==> src/rtl/apbdma_downsizer.sv <==
// Wide-to-narrow stream width converter on the DMA write path; emits each buffered word LSB slice first.
// Optional macro APBDMA_DOWNSIZER_SKIP_EMPTY_EN: skip slices whose strobes are all zero.
module apbdma_downsizer #(
  parameter int InDataWidth  = 64,
  parameter int OutDataWidth = 32
) (
  input  logic                      clk_i,
  input  logic                      rst_i,
  input  logic [InDataWidth-1:0]    data_i,
  input  logic [InDataWidth/8-1:0]  strb_i,
  input  logic                      valid_i,
  output logic                      ready_o,
  output logic [OutDataWidth-1:0]   data_o,
  output logic [OutDataWidth/8-1:0] strb_o,
  output logic                      valid_o,
  input  logic                      ready_i,
  output logic                      last_o
);

  localparam int Ratio      = InDataWidth / OutDataWidth;
  localparam int CntW       = $clog2(Ratio);
  localparam int SliceStrbW = OutDataWidth / 8;

  typedef enum logic {
    Idle,
    Send
  } state_t;

  state_t                   state_q;
  logic [InDataWidth-1:0]   data_q;
  logic [InDataWidth/8-1:0] strb_q;
  logic [CntW-1:0]          count_q;

  logic [CntW-1:0] first_idx;
  logic [CntW-1:0] next_idx;
  logic            in_any;
  logic            has_next;

  // first_idx/in_any describe an incoming word; next_idx/has_next the buffered one.
  always_comb begin
    first_idx = '0;
    next_idx  = '0;
    in_any    = 1'b0;
    has_next  = 1'b0;
`ifdef APBDMA_DOWNSIZER_SKIP_EMPTY_EN
    for (int i = Ratio - 1; i >= 0; i--) begin
      if (|strb_i[i*SliceStrbW +: SliceStrbW]) begin
        first_idx = CntW'(i);
        in_any    = 1'b1;
      end
      if ((|strb_q[i*SliceStrbW +: SliceStrbW]) && (CntW'(i) > count_q)) begin
        next_idx = CntW'(i);
        has_next = 1'b1;
      end
    end
`else
    in_any   = 1'b1;
    has_next = (count_q != CntW'(Ratio - 1));
    next_idx = count_q + CntW'(1);
`endif
  end

  assign valid_o = (state_q == Send);
  assign last_o  = (state_q == Send) && !has_next;
  assign ready_o = (state_q == Idle) || (ready_i && last_o);
  assign data_o  = data_q[count_q*OutDataWidth +: OutDataWidth];
  assign strb_o  = strb_q[count_q*SliceStrbW +: SliceStrbW];

  // A word with no live slices is consumed by the handshake but never buffered.
  always_ff @(posedge clk_i or posedge rst_i) begin
    if (rst_i) begin
      state_q <= Idle;
      data_q  <= '0;
      strb_q  <= '0;
      count_q <= '0;
    end else begin
      case (state_q)
        Idle: begin
          if (valid_i && in_any) begin
            data_q  <= data_i;
            strb_q  <= strb_i;
            count_q <= first_idx;
            state_q <= Send;
          end
        end
        Send: begin
          if (ready_i) begin
            if (!last_o) begin
              count_q <= next_idx;
            end else if (valid_i && in_any) begin
              data_q  <= data_i;
              strb_q  <= strb_i;
              count_q <= first_idx;
            end else begin
              count_q <= '0;
              state_q <= Idle;
            end
          end
        end
        default: begin
          state_q <= Idle;
          count_q <= '0;
        end
      endcase
    end
  end

endmodule

==> config.mk <==
export PLATFORM = sky130hd
export DESIGN_NAME = apbdma_downsizer
export DESIGN_NICKNAME = d
export VERILOG_FILES = /design/src/rtl/apbdma_downsizer.sv
export SDC_FILE = /design/constraint.sdc
export NUM_CORES = 1
export LEC_CHECK = 0
export ABC_AREA = 0
export ABC_CLOCK_PERIOD_IN_PS = 2300
export BUFFER_PORTS_ARGS = -buffer_cell sky130_fd_sc_hd__buf_2
export CAP_MARGIN = 5
export CELL_PAD_IN_SITES_DETAIL_PLACEMENT = 0
export CELL_PAD_IN_SITES_GLOBAL_PLACEMENT = 1
export CORE_MARGIN = 2
export CORE_UTILIZATION = 40
export DETAILED_ROUTE_END_ITERATION = 10
export PLACE_DENSITY = 0.88
export REMOVE_ABC_BUFFERS = 1
export SKIP_CTS_REPAIR_TIMING = 1
export SLEW_MARGIN = 40
export SYNTH_ARGS = -nofsm -noshare
export SYNTH_HDL_FRONTEND = slang
export SYNTH_SLANG_ARGS = --single-unit
==> constraint.sdc <==
create_clock -name clk_i -period 2.3 [get_ports clk_i]
set_input_delay 0.23 -clock clk_i [delete_from_list [all_inputs] [get_ports clk_i]]
set_output_delay 0.23 -clock clk_i [all_outputs]
set_load 0.005 [all_outputs]
# Word-level counts from Yosys, hierarchy flattened

Index checks and enable logic that the tools add are counted.
Widths: inputs -> output; s select.

Register bits: 74
Output and inout bits: 39

Add/sub/neg operators: 1
Equal/unequal tests: 3
Shifts and indexed selects: 2
Mux-type cells: 16
Bitwise operators: 1
Reductions and logical operators: 5

Operator list:

| operator            | count |
|---|---|
| $mux 64             | 3 |
| $pmux 64 s2         | 1 |
| $shiftx 64x7->32    | 1 |
| $mux 8              | 3 |
| $pmux 8 s2          | 1 |
| $shiftx 8x4->4      | 1 |
| $mux 1              | 6 |
| $ne 2x2->1 const B  | 3 |
| $pmux 1 s2          | 2 |
| $reduce_and 2->1    | 2 |
| $logic_and 1x1->1   | 2 |
| $add 1x1->1 const B | 1 |
| $logic_or 1x1->1    | 1 |
| $not 1->1           | 1 |

# Longest topological paths before layout

Word-level depth: 4
Gate-level depth with buffers: 4
Mapped depth without buffers: 2

# Least setup slack after synthesis

Ideal clock, no wire load.

Path kind: register -> output
Start: reg state_q (netlist: valid_o)
End: out ready_o
Arrival: 0.966 ns
Data required time: 2.070 ns
Slack: 1.104 ns
Stages on the path, launching flop included: 5
Buffers on the path: 2
Cells stage by stage: dfrtp_1 a21boi_2 buf_4 buf_4 inv_2

Word-level cells in the longest chain between the ends: 3
Elaborated cells between the ends (all ways): 4
Those cells by class: 1 x bitwise; 3 x reduce/logical

Ends and longest elaborated chain:

| item                   | RTL line | source |
|---|---|---|
| start, declared        | 29       | `state_t state_q;` |
| start signal, assigned | 72       | `state_q <= Idle;` |
| start signal, assigned | 83       | `state_q <= Send;` |
| start signal, assigned | 96       | `state_q <= Idle;` |
| $logic_and 1x1->1      | 64       | `assign last_o = (state_q == Send) && !has_next;` |
| $logic_and 1x1->1      | 65       | `assign ready_o = (state_q == Idle) \|\| (ready_i && last_o);` |
| $logic_or 1x1->1 *     | 65       |  |
| end, declared          | 12       | `output logic ready_o,` |

Every way passes the cells marked *; elsewhere a longest branch is shown, timed or not.

# Worst setup path in the final report

Start: reg count_q
End: out ready_o

Word-level cells in the longest chain between the ends: 3

Ends and longest elaborated chain:

| item                   | RTL line | source |
|---|---|---|
| start, declared        | 32       | `logic [CntW-1:0] count_q;` |
| start signal, assigned | 82       | `count_q <= first_idx;` |
| start signal, assigned | 89       | `count_q <= next_idx;` |
| start signal, assigned | 93       | `count_q <= first_idx;` |
| $logic_and 1x1->1      | 64       |  |
| $logic_and 1x1->1      | 65       |  |
| $logic_or 1x1->1       | 65       |  |

Every way passes these cells.

==> flow_metrics.env <==
export IMPL_status="complete, no violations"
export IMPL_grt_max_degree=48
export IMPL_end_kind="primary output"
export IMPL_hold_path_class="input port to flip-flop"
export IMPL_grt_pass1_vias=3130
export IMPL_synth_top_area_cell="dfrtp_1"
export IMPL_setup_ws_ps=407.3
export IMPL_fmax_ghz=0.5284
export IMPL_setup_viol_count_final=0
export IMPL_synth_seq_area_share_pct=43.35
export IMPL_die_w_um=107.3
export IMPL_drt_total_wl_mm=9.233
export IMPL_period_share_pct=82.29
export IMPL_synth_compound_area_share_pct=31.55
export IMPL_synth_seq_cells=74
export IMPL_nNetsFinal=587
export IMPL_yosysWarnings=0
export IMPL_path_depth=5
export IMPL_antenna_cells=0
export IMPL_die_area_um2=11520
export IMPL_vias=3193
export IMPL_grt_ovfl_total=0
export IMPL_wl_per_cell_um=14.16
export IMPL_rsz0062_at_grt="false"
export IMPL_synth_top_family_by_area="compound AO/OA/AOI/OAI gates"
export IMPL_dr_first_iter_drc_count=131
export IMPL_critPathArrivalTime_ps=1660
export IMPL_reg2reg_to="data_q[32]$_DFFE_PP0P_"
export IMPL_cp_slowest_cell="dfrtp_2"
export IMPL_skew_ps=8.399
export IMPL_drt_drc_violations_left=0
export IMPL_cap_violations=0
export IMPL_clk_pin_slew_ps=80
export IMPL_crit_chain="buf_4 -> a21boi_4 -> buf_12 -> inv_2 -> buf_2"
export IMPL_crit_family="buffers and inverters"
export IMPL_core_um2=10370
export IMPL_synth_area_leaders="dfrtp_1, o32ai_2, nand2_1"
export IMPL_crit_fanout=47
export IMPL_grt_antenna_before_repair=1
export IMPL_ir_worst_vdd_mv=0.3640
export IMPL_antenna_left=0
export IMPL_gp_congestion=0.7516
export IMPL_slew_headroom_pct=57.13
export IMPL_maxSlewViolCount=0
export IMPL_clk_latency_ps=340
export IMPL_vias_per_cell=4.897
export IMPL_crit_end="ready_o"
export IMPL_numCtsBuffers=9
export IMPL_final_hold_violation_count=0
export IMPL_required_ps=2070
export IMPL_p_leak_nw=2.458
export IMPL_die_h_um=107.3
export IMPL_io_buffer_count=114
export IMPL_startpoint="count_q$_DFFE_PP0P_"
export IMPL_rr_worst_depth=4
export IMPL_syn_inst=412
export IMPL_track_usage_pct=16.46
export IMPL_root_buffer="clkbuf_8"
export IMPL_setup_tns_ps=0
export IMPL_htree_num_levels=3
export IMPL_synth_distinct_cells=19
export IMPL_layout_drive_gt1_share_pct=42.64
export IMPL_max_stage_delay_ps=420
export IMPL_synth_adder_area_share_pct=0
export IMPL_synth_xor_xnor_area_share_pct=0
export IMPL_cts_tree="yes"
export IMPL_final_util_pct=49.10
export IMPL_synth_area_um2=4272
export IMPL_powerDensity_nw_per_um2=939.9
export IMPL_post_place_ws_ps=718.8
export IMPL_avgSynthCellArea_um2=10.37
export IMPL_num_io_pins=115
export IMPL_clockBufferDepth=2
export IMPL_finalCriticalPeriod_ps=1893
export IMPL_fill_cells=994
export IMPL_start_util_pct=41.19
export IMPL_rows=37
export IMPL_synth_top_area_share_pct=43.35
export IMPL_tightest_slew_ps=642.3
export IMPL_r2r_start="count_q$_DFFE_PP0P_"
export IMPL_drt_pass1_iter_count=4
export IMPL_critPathLaunchType="flip-flop"
export IMPL_grt_first_pass_wirelength_mm=15.10
export IMPL_synthSimpleGateAreaFrac_pct=10.28
export IMPL_syn2layout_area_growth_pct=19.19
export IMPL_cp_num_buf_inv=4
export IMPL_r2r_slack_ps=740
export IMPL_crit_type="flip-flop to primary output"
export IMPL_dp_hpwl_mm=6.177
export IMPL_synth_area_mux_share_pct=0.4979
export IMPL_cts_sinks=74
-- cell usage in the layout (no fill, tap or decap), types with 2 or more instances in the layout --
| master | instances |
|---|---|
| clkinv_2 | 2 |
| o32ai_1 | 2 |
| buf_2 | 114 |
| buf_12 | 4 |
| bufinv_16 | 2 |
| inv_1 | 72 |
| clkbuf_8 | 12 |
| o32ai_2 | 70 |
| dfrtp_1 | 73 |
| o21ai_1 | 2 |
| buf_4 | 9 |
| nand2_1 | 109 |
| o21ai_0 | 34 |
-- report_power, final --
| group | switching (W) | leakage [nW] | total, W | internal, W |
|---|---|---|---|---|
| sequential | 0.000151 | 0.916 | 0.00184 | 0.00169 |
| clock | 0.000486 | 0.119 | 0.00118 | 0.000699 |
| combinational | 0.000863 | 1.42 | 0.00176 | 0.000895 |
-- synth_stat cells (all sizes together) --
cell    instances
o21ai          36
dfrtp          74
and3            1
and2            1
or2             1
buf            31
mux2            1
clkbuf          9
nand2         109
mux2i           1
inv            74
a21boi          1
o32ai          72
nor2b           1
-- state kept, by name (all words and copies together) (netlist names) --
register and count:
count_q 1, data_q 64, strb_q 8, valid_o 1
-- worst register-to-register path: stages, from the launching register on --
cell,delay [ps]
dfrtp_2,420
buf_4,270
a21boi_4,230
buf_4,370
o32ai_2,140
-- cell type report --
type	count	area, µm²	share of cell area, %
flip-flops and latches	74	1853	36.40
repair buffers	128	728.2	14.30
clock inverters	4	72.57	1.425
inverters	74	279.0	5.480
clock buffers	12	165.2	3.244
multi-input cells	224	1823	35.81
well taps	136	170.2	3.342
-- per-stage QoR --
step	instance area (µm²)	instances	total power, W	hold WS (ps)
after floorplan	3938	372	0.003087	336.4
after global placement	4843	635	0.003593	325.8
after detailed placement	4843	635	0.003661	337.2
after CTS	5081	651	0.004849	-45.34
after global routing	5091	652	0.005121	133.8
final	5091	652	0.004785	146.4
-- cells by family (layout without fill, tap and decap cells) --
family / count (synthesis) / in the layout
flops: 74 / 74
simple gates: 113 / 113
compound gates: 109 / 109
buf+inv: 114 / 218
mux: 2 / 2
-- worst min path at each step --
| stage | from | end | slack, ps | cells after the start |
|---|---|---|---|---|
| 2_1_floorplan | valid_i | valid_o$_DFF_PP0_ | 340 | 1 |
| 3_3_place_gp | rst_i | data_q[25]$_DFFE_PP0P_ | 330 | 2 |
| 3_5_place_dp | rst_i | data_q[25]$_DFFE_PP0P_ | 340 | 2 |
| 4_1_cts | rst_i | data_q[25]$_DFFE_PP0P_ | -50 | 2 |
| 5_1_grt | data_i[28] | data_q[28]$_DFFE_PP0P_ | 130 | 3 |
| 6_report | data_i[15] | data_q[15]$_DFFE_PP0P_ | 150 | 3 |
-- metal layers --
layer / track usage (%) / routed length [µm] / vias to the layer above
li1: - / - / 1585
met4: 4.396 / 93 / 2
met5: 0 / 15 / -
met2: 27.31 / 4603 / 73
met3: 3.511 / 472 / 11
met1: 21.87 / 4048 / 1522
Power figures use the tool's default switching activity.
